## src/rtl/cgra_stream_pkg.sv

```systemverilog
// cgra_stream_pkg
//   Shared types and constants for the CGRA bank stream reader and its FIFO.
//   - state_e      : command FSM states
//   - fifo_entry_t : one captured read word plus its end-of-command flag
//   - MEM_BE_ALL   : byte enable driven on every bank access (full word)
package cgra_stream_pkg;

  typedef enum logic [1:0] {
    IDLE  = 2'd0,
    RUN   = 2'd1,
    DRAIN = 2'd2,
    DONE  = 2'd3
  } state_e;

  typedef struct packed {
    logic [31:0] data;
    logic        last;
  } fifo_entry_t;

  localparam logic [3:0] MEM_BE_ALL = 4'hF;

endpackage

```

## src/rtl/cgra_stream_fifo.sv

```systemverilog
// cgra_stream_fifo
//   Synchronous FIFO of fifo_entry_t with first-word-fall-through output.
//   Push and pop in the same cycle are both honoured and leave the count unchanged.
//   Ports:
//     clk_i, rst_ni   clock, asynchronous active-low reset (flushes to empty)
//     push_i/entry_i  write one entry (ignored when full)
//     pop_i           consume the head entry (ignored when empty)
//     head_o          current head entry
//     count_o         number of stored entries, 0..DEPTH
//     full_o/empty_o  occupancy flags
module cgra_stream_fifo
  import cgra_stream_pkg::*;
#(
  parameter  int DEPTH = 4,
  localparam int CntW  = $clog2(DEPTH + 1),
  localparam int PtrW  = (DEPTH > 1) ? $clog2(DEPTH) : 1
) (
  input  logic              clk_i,
  input  logic              rst_ni,
  input  logic              push_i,
  input  fifo_entry_t       entry_i,
  input  logic              pop_i,
  output fifo_entry_t       head_o,
  output logic [CntW-1:0]   count_o,
  output logic              full_o,
  output logic              empty_o
);

  fifo_entry_t         r_mem [DEPTH];
  logic [PtrW-1:0]     r_wr_ptr;
  logic [PtrW-1:0]     r_rd_ptr;
  logic [CntW-1:0]     r_count;
  logic                w_push;
  logic                w_pop;

  assign full_o  = (r_count == CntW'(DEPTH));
  assign empty_o = (r_count == '0);
  assign count_o = r_count;
  assign head_o  = r_mem[r_rd_ptr];
  assign w_push  = push_i & ~full_o;
  assign w_pop   = pop_i & ~empty_o;

  // Storage carries no reset: only the pointers and count define validity.
  always_ff @(posedge clk_i) begin
    if (w_push) begin
      r_mem[r_wr_ptr] <= entry_i;
    end
  end

  // Pointers wrap explicitly so non-power-of-two depths work.
  always_ff @(posedge clk_i or negedge rst_ni) begin
    if (!rst_ni) begin
      r_wr_ptr <= '0;
      r_rd_ptr <= '0;
      r_count  <= '0;
    end else begin
      if (w_push) begin
        r_wr_ptr <= (r_wr_ptr == PtrW'(DEPTH - 1)) ? '0 : r_wr_ptr + PtrW'(1);
      end
      if (w_pop) begin
        r_rd_ptr <= (r_rd_ptr == PtrW'(DEPTH - 1)) ? '0 : r_rd_ptr + PtrW'(1);
      end
      case ({w_push, w_pop})
        2'b10:   r_count <= r_count + CntW'(1);
        2'b01:   r_count <= r_count - CntW'(1);
        default: r_count <= r_count;
      endcase
    end
  end

endmodule

```

## src/rtl/cgra_bank_stream_reader.sv

```systemverilog
// cgra_bank_stream_reader
//   Reads a strided sequence of words from a CGRA SRAM bank and presents them
//   as a valid/ready stream with a last flag. It also drives the bank's
//   retention control, so the bank only sleeps while this reader is idle.
//   Ports:
//     cmd_*            command handshake: start address, word count, stride
//     out_*            output stream (data, last) from the FIFO head
//     busy_o / done_o  command in progress / one-cycle completion pulse
//     retentive_req_i  system request to put the bank into retention
//     mem_*            bank port (read-only use; 1-cycle read latency)
//   Optional build macro CGRA_STREAM_PERF_CNT_EN adds perf_stall_cycles_o,
//   a saturating count of RUN/DRAIN cycles where the consumer stalls the stream.
module cgra_bank_stream_reader
  import cgra_stream_pkg::*;
#(
  parameter  int NUM_WORDS  = 1024,
  parameter  int FIFO_DEPTH = 4,
  parameter  int LEN_WIDTH  = 16,
  localparam int AddrWidth  = (NUM_WORDS > 1) ? $clog2(NUM_WORDS) : 1
) (
  input  logic                 clk_i,
  input  logic                 rst_ni,
  input  logic                 cmd_valid_i,
  output logic                 cmd_ready_o,
  input  logic [AddrWidth-1:0] cmd_addr_i,
  input  logic [LEN_WIDTH-1:0] cmd_len_i,
  input  logic [AddrWidth-1:0] cmd_stride_i,
  output logic                 out_valid_o,
  input  logic                 out_ready_i,
  output logic [31:0]          out_data_o,
  output logic                 out_last_o,
  output logic                 busy_o,
  output logic                 done_o,
`ifdef CGRA_STREAM_PERF_CNT_EN
  output logic [31:0]          perf_stall_cycles_o,
`endif
  input  logic                 retentive_req_i,
  output logic                 mem_req_o,
  output logic                 mem_we_o,
  output logic [AddrWidth-1:0] mem_addr_o,
  output logic [31:0]          mem_wdata_o,
  output logic [3:0]           mem_be_o,
  input  logic [31:0]          mem_rdata_i,
  output logic                 mem_set_retentive_no
);

  localparam int FifoCntW = $clog2(FIFO_DEPTH + 1);

  state_e                r_state;
  state_e                w_state_next;
  logic [AddrWidth-1:0]  r_addr;
  logic [AddrWidth-1:0]  r_stride;
  logic [LEN_WIDTH-1:0]  r_remaining;
  logic                  r_inflight;
  logic                  r_inflight_last;
  logic                  r_ret_n;
  logic                  w_cmd_accept;
  logic                  w_credit;
  logic                  w_issue;
  logic                  w_pop;
  logic                  w_last_issue;
  fifo_entry_t           w_push_entry;
  fifo_entry_t           w_head;
  logic [FifoCntW-1:0]   w_fifo_count;
  logic                  w_fifo_full;
  logic                  w_fifo_empty;

  // A request is allowed only when every word already stored or still on
  // its way back from the bank fits in the FIFO, so capture never overflows.
  // The full check is redundant with the credit sum but keeps push safe.
  assign w_credit     = (32'(w_fifo_count) + 32'(r_inflight)) < 32'(FIFO_DEPTH);
  assign w_issue      = (r_state == RUN) & w_credit & ~w_fifo_full;
  assign w_last_issue = w_issue & (r_remaining == LEN_WIDTH'(1));
  assign w_cmd_accept = cmd_valid_i & cmd_ready_o;
  assign w_pop        = out_valid_o & out_ready_i;

  assign busy_o       = (r_state != IDLE);
  assign done_o       = (r_state == DONE);
  assign mem_req_o    = w_issue;
  assign mem_we_o     = 1'b0;
  assign mem_addr_o   = r_addr;
  assign mem_wdata_o  = 32'h0;
  assign mem_be_o     = MEM_BE_ALL;
  assign mem_set_retentive_no = r_ret_n;

  assign out_valid_o  = ~w_fifo_empty;
  assign out_data_o   = w_head.data;
  assign out_last_o   = w_head.last & ~w_fifo_empty;

  assign w_push_entry.data = mem_rdata_i;
  assign w_push_entry.last = r_inflight_last;

  cgra_stream_fifo #(
    .DEPTH (FIFO_DEPTH)
  ) u_fifo (
    .clk_i   (clk_i),
    .rst_ni  (rst_ni),
    .push_i  (r_inflight),
    .entry_i (w_push_entry),
    .pop_i   (w_pop),
    .head_o  (w_head),
    .count_o (w_fifo_count),
    .full_o  (w_fifo_full),
    .empty_o (w_fifo_empty)
  );

  // State register.
  always_ff @(posedge clk_i or negedge rst_ni) begin
    if (!rst_ni) begin
      r_state <= IDLE;
    end else begin
      r_state <= w_state_next;
    end
  end

  // Next state; commands are only taken once the bank has been awake for a
  // cycle, which is exactly when the registered retention output reads 1.
  always_comb begin
    w_state_next = r_state;
    cmd_ready_o  = 1'b0;
    case (r_state)
      IDLE: begin
        cmd_ready_o = r_ret_n;
        if (cmd_valid_i && r_ret_n) begin
          w_state_next = (cmd_len_i != '0) ? RUN : DONE;
        end
      end
      RUN: begin
        if (w_last_issue) begin
          w_state_next = DRAIN;
        end
      end
      DRAIN: begin
        if (!r_inflight && w_fifo_empty) begin
          w_state_next = DONE;
        end
      end
      DONE:    w_state_next = IDLE;
      default: w_state_next = IDLE;
    endcase
  end

  // Command datapath, in-flight tracking and retention register. A pending
  // command clears the retention request so a sleeping bank wakes for it.
  always_ff @(posedge clk_i or negedge rst_ni) begin
    if (!rst_ni) begin
      r_addr          <= '0;
      r_stride        <= '0;
      r_remaining     <= '0;
      r_inflight      <= 1'b0;
      r_inflight_last <= 1'b0;
      r_ret_n         <= 1'b1;
    end else begin
      if (w_cmd_accept) begin
        r_addr      <= cmd_addr_i;
        r_stride    <= cmd_stride_i;
        r_remaining <= cmd_len_i;
      end else if (w_issue) begin
        r_addr      <= r_addr + r_stride;
        r_remaining <= r_remaining - LEN_WIDTH'(1);
      end
      r_inflight      <= w_issue;
      r_inflight_last <= w_last_issue;
      r_ret_n         <= ~(retentive_req_i & (r_state == IDLE) & ~cmd_valid_i);
    end
  end

`ifdef CGRA_STREAM_PERF_CNT_EN
  logic [31:0] r_stall_cnt;

  // Consumer back-pressure while a command is active, saturating.
  always_ff @(posedge clk_i or negedge rst_ni) begin
    if (!rst_ni) begin
      r_stall_cnt <= '0;
    end else if (w_cmd_accept) begin
      r_stall_cnt <= '0;
    end else if (((r_state == RUN) || (r_state == DRAIN)) && out_valid_o &&
                 !out_ready_i && (r_stall_cnt != '1)) begin
      r_stall_cnt <= r_stall_cnt + 32'd1;
    end
  end

  assign perf_stall_cycles_o = r_stall_cnt;
`endif

endmodule

```

## config.mk

```make
export PLATFORM = sky130hd
export DESIGN_NAME = cgra_bank_stream_reader
export DESIGN_NICKNAME = d
export VERILOG_FILES = /design/src/rtl/cgra_stream_pkg.sv /design/src/rtl/cgra_stream_fifo.sv /design/src/rtl/cgra_bank_stream_reader.sv
export SDC_FILE = /design/constraint.sdc
export NUM_CORES = 1
export LEC_CHECK = 0
export ABC_AREA = 1
export ABC_CLOCK_PERIOD_IN_PS = 3700
export BUFFER_PORTS_ARGS = -buffer_cell sky130_fd_sc_hd__clkbuf_2
export CAP_MARGIN = 10
export CORE_ASPECT_RATIO = 2
export CORE_UTILIZATION = 46
export CTS_CLUSTER_DIAMETER = 30
export DETAILED_ROUTE_END_ITERATION = 7
export GPL_ROUTABILITY_DRIVEN = 0
export PLACE_DENSITY = 0.72
export SLEW_MARGIN = 0
export SYNTH_ARGS = -nofsm -noshare
export SYNTH_HDL_FRONTEND = slang
export SYNTH_SLANG_ARGS = --single-unit
export TNS_END_PERCENT = 10
```

## constraint.sdc

```tcl
create_clock -name clk_i -period 3.7 [get_ports clk_i]
set_clock_uncertainty 0.1 [all_clocks]
set_input_delay 0.74 -clock clk_i [delete_from_list [all_inputs] [get_ports clk_i]]
set_output_delay 0.74 -clock clk_i [all_outputs]
set_load 0.01 [all_outputs]
```

==> reports/qor.yml <==
dpl-instance-area_mm2: 0.00906
seqPwrFrac_pct: 36.8
postCtsSetupRepairBufs: 0
start_util_pct: 46.9
p_int_w: 0.00468
grt-ovfl-total: 0
cts_buffers: 17
period_share_pct: 86.0
cts-root-buf: "clkbuf_16"
nets: 1016
totalNegativeSetupSlack_ns: 0
synthCells: 797
die_w_um: 97.3
rows: 69
setup_viol: 0
synth_top_flop_cell: "edfxtp_1"
cts-htree-levels: 4
critical_path_arrival_ns: 2.34
cp_top_family: "buffers and inverters"
clock_latency_ns: 0.43
ys_ff_latch: 180
layout_min_cycle_time_ns: 3.18
area_growth_pct: 15.0
ir_worst_vdd_mv: 0.413
ioPinCount: 159
clock_sinks: 180
dp_cells: 1113
synth_edf_count: 132
core_area_mm2: 0.0178
power_per_cell_area_mw_per_mm2: 819
max_freq_mhz: 314
final_cells: 1145
switching_share_pct: 40.5
fp.dieArea_mm2: 0.0187
status: "completed"
p_leak_nw: 4.05
drt-pass1-iter-count: 4
grt_pass1_wl_um: 29200
critPathLaunch: "u_fifo.r_rd_ptr[0]"
drcViolationCount: 0
io_buffers: 121
avgSynthCellArea_um2: 10.5
cts_tree: "done"
wirelength_um: 18000
ys_types: 41
drt-wirelength-per-cell_um: 15.7
cts-resized-gates: 0
p_sw_w: 0.00318
drtIter0Drc: 260
cts.reportedPaths.clkPinSlew_ns: 0.08
synth_async_sr_flop_share_pct: 26.7
via_per_inst: 5.18
rsz0062_at_grt: "false"
worstReg2RegStart: "u_fifo.count_o[0]"
hp-class: "in2async"
cp.required_ns: 2.86
drv_slew: 0
final_antenna_net_count: 0
syn_area_mm2: 0.00835
grt_max_degree: 69
worstMarginPinSlew_ns: 0.898
max-clock-path-buffers: 2
ys_warn_count: 0
critPathLaunchType: "register"
worstPathMaxFanout: 33
cp_cell_sequence: "clkinv_1, buf_12, o21ai_0, o22ai_1, clkbuf_2"
holdBufCountCts: 0
hold_viol: 0
drv_cap: 0
drive_gt1_share_pct: 19.8
die_height_um: 193
fin_area_mm2: 0.00960
crit_slowest_cell: "clkinv_1"
grt_usage_pct: 20.2
antenna_found_initial: 0
ys_seq_area_share_pct: 61.9
vias: 5936
end_kind: "output pin"
critPathKind: "reg2out"
cp_num_buf_inv: 3
slowest_delay_ns: 0.69
clockPowerShare_pct: 21.4
power_frac_comb_pct: 41.7
dp_hpwl_um: 12700
grt_pass1_vias: 5998
diodes: 0
slew_headroom_pct: 39.8
==> cells by family after synthesis <==
logic type	synth area share, %
buf+inv	7.60
compound gates	9.22
fa+ha+maj	3.78
simple gates	16.5
xor+xnor	0.944
other cells	0.0900
flops	61.9
==> path summary, 6_finish.rpt <==
| kind | to | slack, ns | cells past startpoint |
|---|---|---|---|
| setup / recovery | out_data_o[23] | 0.52 | 5 |
| hold / removal | mem_addr_o[8] | 0.31 | 1 |
| setup reg to reg | u_fifo.r_mem[1][28] | 1.49 | 5 |
| hold reg to reg | r_stride[7] | 0.38 | 2 |
| max in group asynchronous | r_remaining[8] | 2.32 | 3 |
| min in group clk_i | mem_set_retentive_no | 0.38 | 2 |
==> worst reg2reg max path: cells and delay by family, from the launching register on <==
family / cells / cell delay, ns
AOI/OAI and AO/OA: 1 / 0.34
DFF: 1 / 0.39
and+or+nand+nor: 1 / 0.48
buffers and inverters: 3 / 0.59
==> cells in the mapped netlist (all sizes together), types with 6 or more instances <==
cell,count,share of area [%]
nand2,148,6.8
edfxtp,132,47
nor2,118,5.9
o21ai,78,4.7
inv,56,2.5
buf,52,4.5
dfrtp,47,14
nand3,45,2.8
o22ai,35,2.6
ha,22,3.3
clkbuf,13,0.58
a21oi,11,0.66
xnor2,6,0.63
==> sequential cells by signal, indices dropped and copies added, names as in the netlist <==
signal and flops:
u_fifo.r_mem 132, r_remaining 16, mem_addr_o 10, r_stride 10, u_fifo.count_o 3, r_state 2
u_fifo.r_rd_ptr 2, u_fifo.r_wr_ptr 2, mem_set_retentive_no 1, r_inflight 1, r_inflight_last 1
==> power by group through the flow <==
stage	sequential, W	combinational (W)	clock [W]
2_1_floorplan	0.00290	0.00231	0
3_3_place_gp	0.00293	0.00323	0
3_5_place_dp	0.00294	0.00331	0
4_1_cts	0.00290	0.00332	0.00171
5_1_grt	0.00294	0.00371	0.00179
6_report	0.00290	0.00328	0.00168
==> cell usage in the layout (no fill, tap or decap), types with 17 or more instances in the layout <==
master	count
nand2_1	145
edfxtp_1	132
clkbuf_2	121
nor2_1	107
o21ai_0	76
inv_1	51
dfrtp_1	46
nand3_1	44
conb_1	37
o22ai_1	35
ha_1	22
clkbuf_16	17
==> area by class of cell <==
cell class / instances / area, µm²
clock buffer: 19 / 433
clock inverter: 13 / 114
fill: 1594 / 8180
inverter: 56 / 213
multi-input combinational: 531 / 2690
sequential: 180 / 5170
tap: 213 / 267
timing repair buffer: 133 / 721
==> per-stage QoR <==
stage / worst slack, ns / hold slack [ns] / power [W] / utilization, %
finish: 0.517 / 0.305 / 0.00786 / 54.0
detailed placement: 0.922 / 0.369 / 0.00625 / 50.9
global placement: 1.00 / 0.358 / 0.00615 / 50.9
global route: 0.297 / 0.365 / 0.00844 / 54.0
floorplan: 0.875 / 0.344 / 0.00522 / -
CTS: 0.474 / 0.321 / 0.00793 / 54.0
==> layer usage <==
layer	vias to the layer above	global-route usage (%)	part of all wire, %
met5	-	0	0
met4	0	10.4	3.5
met3	40	4.24	4.9
met2	167	38.8	56
met1	2832	20.3	36
li1	2897	-	-
Power figures use the tool's default switching activity.
